$ cat src/rtl/bp_be_pkg.sv
// bp_be_pkg: shared definitions for the stall-trace run-length encoder.
//   - bp_stall_reason_e     : stall reason enum, values 0..23
//   - bp_stall_code_instret : code used for a cycle that retired an instruction
//   - bp_stall_code()       : maps a raw sample onto the 5-bit trace code
//   - `BP_BE_STALL_RLE_REC_S(cw) : record struct {code[4:0], run[cw-1:0]}
`ifndef BP_BE_PKG_SV
`define BP_BE_PKG_SV

`define BP_BE_STALL_RLE_REC_S(cw) struct packed { logic [4:0] code; logic [(cw)-1:0] run; }

package bp_be_pkg;

    typedef enum logic [4:0] {
        e_stall_unknown         = 5'd0,
        e_stall_fe_queue        = 5'd1,
        e_stall_fe_wait         = 5'd2,
        e_stall_itlb_miss       = 5'd3,
        e_stall_icache_miss     = 5'd4,
        e_stall_icache_fence    = 5'd5,
        e_stall_branch_override = 5'd6,
        e_stall_ret_override    = 5'd7,
        e_stall_fe_cmd          = 5'd8,
        e_stall_fe_cmd_fence    = 5'd9,
        e_stall_mispredict      = 5'd10,
        e_stall_control_haz     = 5'd11,
        e_stall_long_haz        = 5'd12,
        e_stall_data_haz        = 5'd13,
        e_stall_aux_dep         = 5'd14,
        e_stall_load_dep        = 5'd15,
        e_stall_mul_dep         = 5'd16,
        e_stall_fma_dep         = 5'd17,
        e_stall_sb_dep          = 5'd18,
        e_stall_struct_haz      = 5'd19,
        e_stall_dtlb_miss       = 5'd20,
        e_stall_dcache_miss     = 5'd21,
        e_stall_exception       = 5'd22,
        e_stall_interrupt       = 5'd23
    } bp_stall_reason_e;

    localparam logic [4:0] bp_stall_code_instret = 5'd24;
    localparam logic [4:0] bp_stall_reason_max   = 5'd23;

    // Out-of-range reasons collapse onto "unknown" so the code space stays 0..24.
    function automatic logic [4:0] bp_stall_code(input logic instret, input logic [4:0] reason);
        if (instret)                          return bp_stall_code_instret;
        else if (reason > bp_stall_reason_max) return e_stall_unknown;
        else                                  return reason;
    endfunction

endpackage

`endif

$ cat src/rtl/bp_be_stall_trace_rle_if.sv
// bp_be_stall_trace_rle_if: ready/valid record stream toward the trace sink.
//   data_o  : record {code, run (, start_cycle)}, code in MSBs
//   v_o     : record valid
//   ready_i : sink accepts data_o when v_o & ready_i
// Signal names are from the encoder's point of view (master drives _o).
interface bp_be_stall_trace_rle_if #(parameter int data_width_p = 17);
    logic [data_width_p-1:0] data_o;
    logic                    v_o;
    logic                    ready_i;

    modport master (output data_o, v_o, input ready_i);
    modport slave  (input data_o, v_o, output ready_i);
endinterface

$ cat src/rtl/bp_be_stall_rle_accum.sv
// bp_be_stall_rle_accum: IDLE/RUN run-length accumulator.
//   clk_i, reset_n_i (synchronous, active low)
//   s_v_i, code_i  : qualified sample and its 5-bit code
//   flush_i        : close the open run
//   emit_v_o       : a record is emitted this cycle (at most one)
//   emit_data_o    : {code, run}
//   run_start_o    : a new run begins with this cycle's sample
module bp_be_stall_rle_accum
    import bp_be_pkg::*;
  #(parameter int count_width_p = 12)
   (input  logic                     clk_i
  , input  logic                     reset_n_i
  , input  logic                     s_v_i
  , input  logic [4:0]               code_i
  , input  logic                     flush_i
  , output logic                     emit_v_o
  , output logic [4+count_width_p:0] emit_data_o
  , output logic                     run_start_o);

    typedef `BP_BE_STALL_RLE_REC_S(count_width_p) rec_t;
    typedef enum logic {e_idle, e_run} state_e;

    localparam logic [count_width_p-1:0] cnt_one_lp = count_width_p'(1);

    state_e                   state_q, state_d;
    logic [4:0]               run_code_q, run_code_d;
    logic [count_width_p-1:0] run_cnt_q, run_cnt_d;
    logic                     same, at_max;
    rec_t                     rec;

    assign same   = (code_i == run_code_q);
    assign at_max = (run_cnt_q == '1);

    always_ff @(posedge clk_i) begin
        if (!reset_n_i) begin
            state_q    <= e_idle;
            run_code_q <= '0;
            run_cnt_q  <= '0;
        end else begin
            state_q    <= state_d;
            run_code_q <= run_code_d;
            run_cnt_q  <= run_cnt_d;
        end
    end

    always_comb begin
        state_d    = state_q;
        run_code_d = run_code_q;
        run_cnt_d  = run_cnt_q;
        unique case (state_q)
            e_idle: begin
                if (s_v_i) begin
                    state_d    = e_run;
                    run_code_d = code_i;
                    run_cnt_d  = cnt_one_lp;
                end
            end
            e_run: begin
                if (flush_i) begin
                    if (s_v_i && same && !at_max) begin
                        // Sample folds into the closing record.
                        state_d   = e_idle;
                        run_cnt_d = '0;
                    end else if (s_v_i) begin
                        // Closing record goes out; sample opens the next run.
                        run_code_d = code_i;
                        run_cnt_d  = cnt_one_lp;
                    end else begin
                        state_d   = e_idle;
                        run_cnt_d = '0;
                    end
                end else if (s_v_i && (!same || at_max)) begin
                    run_code_d = code_i;
                    run_cnt_d  = cnt_one_lp;
                end else if (s_v_i) begin
                    run_cnt_d = run_cnt_q + 1'b1;
                end
            end
            default: ;
        endcase
    end

    always_comb begin
        emit_v_o    = 1'b0;
        run_start_o = 1'b0;
        rec.code    = run_code_q;
        rec.run     = run_cnt_q;
        unique case (state_q)
            e_idle: run_start_o = s_v_i;
            e_run: begin
                if (flush_i) begin
                    emit_v_o = 1'b1;
                    if (s_v_i && same && !at_max) rec.run = run_cnt_q + 1'b1;
                    else                          run_start_o = s_v_i;
                end else if (s_v_i && (!same || at_max)) begin
                    emit_v_o    = 1'b1;
                    run_start_o = 1'b1;
                end
            end
            default: ;
        endcase
        emit_data_o = rec;
    end

endmodule

$ cat src/rtl/bsg_fifo_1r1w_small.sv
// bsg_fifo_1r1w_small: small register-based FIFO, one enqueue and one dequeue per cycle.
//   clk_i, reset_i (synchronous, active high)
//   v_i/ready_o/data_i : enqueue side; ready_o reflects occupancy at cycle start only
//   v_o/data_o/yumi_i  : dequeue side; data_o is zero while empty
// els_p must be a power of two so the pointers wrap naturally.
module bsg_fifo_1r1w_small
  #(parameter int width_p = 17
  , parameter int els_p   = 8)
   (input  logic               clk_i
  , input  logic               reset_i
  , input  logic               v_i
  , output logic               ready_o
  , input  logic [width_p-1:0] data_i
  , output logic               v_o
  , output logic [width_p-1:0] data_o
  , input  logic               yumi_i);

    localparam int ptr_w_lp = $clog2(els_p);
    localparam logic [ptr_w_lp:0] full_cnt_lp = (ptr_w_lp+1)'(els_p);

    logic [width_p-1:0]  mem_q [els_p];
    logic [ptr_w_lp-1:0] wptr_q, rptr_q;
    logic [ptr_w_lp:0]   cnt_q;
    logic                enq, deq;

    // A same-cycle dequeue does not make room: full is judged from cnt_q alone.
    assign ready_o = (cnt_q != full_cnt_lp);
    assign v_o     = (cnt_q != '0);
    assign enq     = v_i & ready_o;
    assign deq     = yumi_i & v_o;
    assign data_o  = v_o ? mem_q[rptr_q] : '0;

    always_ff @(posedge clk_i) begin
        if (reset_i) begin
            wptr_q <= '0;
            rptr_q <= '0;
            cnt_q  <= '0;
        end else begin
            if (enq) wptr_q <= wptr_q + 1'b1;
            if (deq) rptr_q <= rptr_q + 1'b1;
            case ({enq, deq})
                2'b10:   cnt_q <= cnt_q + 1'b1;
                2'b01:   cnt_q <= cnt_q - 1'b1;
                default: cnt_q <= cnt_q;
            endcase
        end
    end

    always_ff @(posedge clk_i) begin
        if (enq) mem_q[wptr_q] <= data_i;
    end

endmodule

$ cat src/rtl/bp_be_stall_trace_rle.sv
// bp_be_stall_trace_rle: run-length encoder for the per-cycle commit/stall stream.
//   clk_i, reset_n_i (synchronous, active low)
//   freeze_i, v_i, instret_i, reason_i : per-cycle sample from the stall profiler
//   flush_i       : close the open run and emit it
//   trace         : record stream (data_o / v_o / ready_i), master side
//   overflow_o    : sticky, a record was dropped on a full FIFO
//   drop_count_o  : number of dropped records, saturating
// Optional: define BP_STALL_TRACE_RLE_TIMESTAMP_EN to append a 30-bit start_cycle
// (free-running cycle count at the run's first sample) to each record's LSBs.
module bp_be_stall_trace_rle
    import bp_be_pkg::*;
  #(parameter int count_width_p = 12
  , parameter int fifo_els_p    = 8
  , parameter int drop_width_p  = 16)
   (input  logic                    clk_i
  , input  logic                    reset_n_i
  , input  logic                    freeze_i
  , input  logic                    v_i
  , input  logic                    instret_i
  , input  logic [4:0]              reason_i
  , input  logic                    flush_i
  , bp_be_stall_trace_rle_if.master trace
  , output logic                    overflow_o
  , output logic [drop_width_p-1:0] drop_count_o);

    localparam int rec_width_lp = 5 + count_width_p;
`ifdef BP_STALL_TRACE_RLE_TIMESTAMP_EN
    localparam int data_width_lp = rec_width_lp + 30;
`else
    localparam int data_width_lp = rec_width_lp;
`endif

    logic                     s_v;
    logic [4:0]               code;
    logic                     emit_v;
    logic [rec_width_lp-1:0]  emit_data;
    logic [data_width_lp-1:0] fifo_data_li;
    logic                     fifo_ready;
    logic [drop_width_p-1:0]  drop_q;
    logic                     ovf_q;

    assign s_v  = v_i & ~freeze_i;
    assign code = bp_stall_code(instret_i, reason_i);

`ifdef BP_STALL_TRACE_RLE_TIMESTAMP_EN
    logic        run_start;
    logic [29:0] cycle_q, start_q;

    // Counts frozen cycles too; wraps at 2**30.
    always_ff @(posedge clk_i) begin
        if (!reset_n_i) begin
            cycle_q <= '0;
            start_q <= '0;
        end else begin
            cycle_q <= cycle_q + 1'b1;
            if (run_start) start_q <= cycle_q;
        end
    end

    // start_q still holds the closing run's start when its record is emitted.
    assign fifo_data_li = {emit_data, start_q};
`else
    logic unused_run_start;
    assign fifo_data_li = emit_data;
`endif

    bp_be_stall_rle_accum #(.count_width_p(count_width_p)) accum (
        .clk_i       (clk_i)
      , .reset_n_i   (reset_n_i)
      , .s_v_i       (s_v)
      , .code_i      (code)
      , .flush_i     (flush_i)
      , .emit_v_o    (emit_v)
      , .emit_data_o (emit_data)
`ifdef BP_STALL_TRACE_RLE_TIMESTAMP_EN
      , .run_start_o (run_start)
`else
      , .run_start_o (unused_run_start)
`endif
    );

    bsg_fifo_1r1w_small #(.width_p(data_width_lp), .els_p(fifo_els_p)) fifo (
        .clk_i   (clk_i)
      , .reset_i (~reset_n_i)
      , .v_i     (emit_v)
      , .ready_o (fifo_ready)
      , .data_i  (fifo_data_li)
      , .v_o     (trace.v_o)
      , .data_o  (trace.data_o)
      , .yumi_i  (trace.v_o & trace.ready_i)
    );

    // Accumulator never stalls; a record that finds the FIFO full is counted and lost.
    always_ff @(posedge clk_i) begin
        if (!reset_n_i) begin
            drop_q <= '0;
            ovf_q  <= 1'b0;
        end else if (emit_v && !fifo_ready) begin
            ovf_q <= 1'b1;
            if (drop_q != '1) drop_q <= drop_q + 1'b1;
        end
    end

    assign overflow_o   = ovf_q;
    assign drop_count_o = drop_q;

endmodule

$ cat src/flat_wrapper.sv
// flat-port wrapper written by rule: the top's interface ports become plain ports
module bp_be_stall_trace_rle_flat import bp_be_pkg::*;
#(parameter int count_width_p = 12
  , parameter int fifo_els_p    = 8
  , parameter int drop_width_p  = 16)
  (clk_i, reset_n_i, freeze_i, v_i, instret_i, reason_i, flush_i, overflow_o, drop_count_o, trace_data_o, trace_v_o, trace_ready_i);
  bp_be_stall_trace_rle_if trace_i ();
  input  logic clk_i;
  input  logic reset_n_i;
  input  logic freeze_i;
  input  logic v_i;
  input  logic instret_i;
  input  logic [4:0] reason_i;
  input  logic flush_i;
  output logic overflow_o;
  output logic [drop_width_p-1:0] drop_count_o;
  output wire logic [$bits(trace_i.data_o)-1:0] trace_data_o;
  output wire logic [$bits(trace_i.v_o)-1:0] trace_v_o;
  input wire logic [$bits(trace_i.ready_i)-1:0] trace_ready_i;
  assign trace_data_o = trace_i.data_o;
  assign trace_v_o = trace_i.v_o;
  assign trace_i.ready_i = trace_ready_i;
  bp_be_stall_trace_rle #(.count_width_p(count_width_p), .fifo_els_p(fifo_els_p), .drop_width_p(drop_width_p)) u_core (.clk_i(clk_i), .reset_n_i(reset_n_i), .freeze_i(freeze_i), .v_i(v_i), .instret_i(instret_i), .reason_i(reason_i), .flush_i(flush_i), .trace(trace_i), .overflow_o(overflow_o), .drop_count_o(drop_count_o));
endmodule
$ cat config.mk
export PLATFORM = sky130hd
export DESIGN_NAME = bp_be_stall_trace_rle_flat
export DESIGN_NICKNAME = d
export VERILOG_FILES = /design/src/rtl/bp_be_pkg.sv /design/src/rtl/bp_be_stall_trace_rle_if.sv /design/src/rtl/bp_be_stall_rle_accum.sv /design/src/rtl/bsg_fifo_1r1w_small.sv /design/src/rtl/bp_be_stall_trace_rle.sv /design/src/flat_wrapper.sv
export SDC_FILE = /design/constraint.sdc
export NUM_CORES = 1
export LEC_CHECK = 0
export BUFFER_PORTS_ARGS = -buffer_cell sky130_fd_sc_hd__buf_2
export CAP_MARGIN = 20
export CORE_MARGIN = 2
export CORE_UTILIZATION = 55
export DETAILED_ROUTE_END_ITERATION = 16
export PLACE_DENSITY = 0.73
export SLEW_MARGIN = 15
export SYNTH_ARGS = -nofsm -noshare
export SYNTH_HDL_FRONTEND = slang
export SYNTH_SLANG_ARGS = --single-unit
$ cat constraint.sdc
create_clock -name clk_i -period 12.59 [get_ports clk_i]
set_input_delay 2.518 -clock clk_i [delete_from_list [all_inputs] [get_ports clk_i]]
set_output_delay 2.518 -clock clk_i [all_outputs]
set_load 0.01 [all_outputs]
==> results.md <==
- Status: completed
- Io pins: 47
- Via count of the first global-routing pass: 4699
- DRC errors left: 0
- Via Count: 4831
- Leak: 0.00310 uW
- Ys Warns: 0
- CTS tree: done
- Worst Hold Class: reg -> reg
- Port Buffers: 46
- Setup TNS: 0 ns
- Post-synth net total: 577
- Antenna diodes: 0
- Clock transition at the registers of the reported paths: 0.06 ns
- Top-count cell post-synth: edfxtp_1
- Cell variety after synth: 63
- Drt wl/cell: 19.6 um
- Synth-to-Final Area Change: 13.9%
- DP Area: 0.00851 sq mm
- Largest net degree at the start of global routing: 41
- Clk_lat worst skew: 0.43 ns
- HPWL Detailed: 10100 um
- Post-synthesis cell type with the largest combined area: edfxtp_1
- Initial Util: 55.7%
- Post-synth ARST share: 0%
- R2R Setup Slk: 9.21 ns
- Reg2reg path depth: 8
- Hold buffers post-CTS: 0
- Setup CP Type: in -> reg
- Initial antenna violation count: 0
- Die ar.: 0.0155 sq mm
- Post-layout net count: 628
- Fmax: 199 MHz
- GRT Util Overall: 21.5%
- Hold path depth: 2
- Worst path max stage delay: 0.53 ns
- Clock Skew: 0.00788 ns
- Worst R2R End: u_core.fifo.mem_q[4][4]
- DRT Pass-1 Iters: 5
- Post-cts gate resize count: 0
- Final setup vio count: 0
- Crit Reg-Reg Startpoint: u_core.accum.run_cnt_q[0]
- Minimum clock period: 5.01 ns
- Number of flops mapped to enable cells by yosys: 136
- Setup crit start kind: input pin
- Critical path endpoint category: flip-flop
- Post-route cell area: 0.00911 sq mm
- Top post-synthesis cells by area: edfxtp_1 (51%), dfxtp_1 (12%), mux4_2 (9.6%), mux2i_1 (4.1%), nor2_1 (2.7%)
- Via/cell ratio: 6.01
- Critical-path top delay cell: or4b_1
- Core area: 0.0144 sq mm
- Total clock sinks: 184
- Post-synth top cells: edfxtp_1 (136), nor2_1 (58), dfxtp_1 (48)
- Slew headroom: 28.8%
- Crit-path cells: buf_2, or4b_1, o211ai_2, o31a_4, a31oi_1, o211ai_1, buf_4, ha_1, xor2_1, ha_1, a21oi_1, xor2_1, or3_1, a21oi_1
- Layout cell share with drive strength beyond 1: 23.4%
- Post-synthesis register bit count: 184
- Crit path DAT: 5.36 ns
- Worst-margin pin slew: 1.06 ns
- Main synth FF type: edfxtp_1
- First-pass GRT wire length: 25500 um
- Htree depth: 4
- Synthesized area per cell: 14.3 sq um
- Die height: 125 um
- Total grt overflow: 0
- Antenna Nets Post-Route: 0
- Crit path required time: 12.94 ns
- Register area share after synthesis: 63.1%
- Routed wire length: 15800 um
- Max cap viols: 0
- Die X-Extent: 125 um
- Final Total Pwr: 1460 uW
- GP Congestion: 0.843
- Top fanout value on the critical path: 12
- Cell at the root of the clock tree: clkbuf_16
- Tcrit/Tclk final: 39.8%
- Yosys top cell area share: 51.0%
- Num rows: 44
- Clock Tree Buf Depth: 2
- Final hold vios: 0
- Final Slew Violations: 0
- Worst VDD drop: 0.0963 mV
- Total CTS buffers: 17
- Worst hold endpoint: u_core.drop_count_o[4]
- Post-CTS Setup Inserts: 0
- Initial drt markers: 370
- Post-Synthesis Cells: 558
- RSZ-0062 raised after global routing: false
- Synthesized area: 0.00800 sq mm
- Worst hold start: u_core.drop_count_o[4]
- Pwr/cell area: 160 mW/mm^2
[state kept, by name, summed over array words and instances, names as in the netlist, named ones only]
register                 flops
u_core.fifo.mem_q          136
u_core.fifo.rptr_q           3
u_core.accum.run_cnt_q      12
u_core.fifo.wptr_q           3
u_core.overflow_o            1
u_core.fifo.cnt_q            4
u_core.drop_count_o         16
u_core.accum.run_code_q      5
u_core.accum.state_q         1
[worst max-delay path, delay by kind of cell]
| kind | cells | cell delay, ns |
|---|---|---|
| AND/OR/NAND/NOR | 2 | 0.84 |
| buffers and inverters | 2 | 0.40 |
| AO/OA/AOI/OAI | 6 | 0.79 |
| adder cells (fa/ha/maj) | 2 | 0.46 |
| XOR/XNOR | 2 | 0.34 |
[worst max path at each step]
stage,to,slack [ns],cells past startpoint,startpoint
3_3_place_gp,u_core.fifo.cnt_q[2],7.22,14,instret_i
4_1_cts,u_core.fifo.cnt_q[2],7.59,14,instret_i
3_5_place_dp,u_core.fifo.cnt_q[2],7.13,14,instret_i
2_1_floorplan,u_core.fifo.mem_q[6][0],6.86,6,reason_i[3]
6_report,u_core.fifo.cnt_q[2],7.58,14,instret_i
5_1_grt,u_core.fifo.cnt_q[2],7.24,14,reason_i[4]
[layer usage]
layer / GRT usage, % / routed length [um]
met2: 35.2 / 7850
met1: 29.6 / 6990
met3: 3.82 / 697
met4: 7.01 / 235
met5: 0 / 0
[cell usage in the layout (no fill, tap or decap), types with 3 or more instances in the layout]
master / n
a21o_1: 4
buf_4: 12
nor3_1: 10
nand2b_1: 12
a21oi_1: 14
a211oi_1: 4
mux4_2: 34
xor2_1: 15
nand3b_1: 3
clkbuf_16: 17
and3_1: 9
nor3_2: 5
xnor2_1: 9
nand2_1: 38
buf_2: 46
nor2b_1: 3
nand4_1: 5
a32o_1: 3
inv_1: 6
mux2i_1: 33
clkinvlp_4: 4
bufinv_16: 4
dfxtp_1: 47
edfxtp_1: 136
o21ai_0: 5
nand3_1: 16
ha_1: 7
a31oi_1: 9
nor2_1: 58
[cell families after synthesis]
logic type | share of synthesized area, %
adders and majority gates | 1.09
muxes | 13.8
AOI/OAI and AO/OA | 5.35
xor gates and xnor gates | 2.63
DFF | 63.1
and+or+nand+nor | 12.0
buffers and inverters | 1.99
[cell type report]
class / instances / area [sq um]
fill: 1052 / 5260
tap: 184 / 230
timing repair buffer: 60 / 347
inverter: 7 / 26.3
multi-input combinational: 339 / 2860
clock inverter: 12 / 176
clock buffer: 18 / 429
sequential: 184 / 5050
[report_power, final]
group | internal (uW) | switching [uW]
logic | 111 | 130
registers | 656 | 14.1
clock network | 330 | 220
total | 1100 | 364
[metrics by stage]
stage,util [%],worst slack [ns],hold slack [ns],std cells
6_report,63.4,7.58,0.479,804
5_1_grt,63.4,7.24,0.507,804
4_1_cts,63.4,7.59,0.483,804
3_5_place_dp,59.2,7.13,0.471,774
2_1_floorplan,-,6.86,0.462,558
3_3_place_gp,59.0,7.22,0.443,771
(Power assumes the default switching activity.)
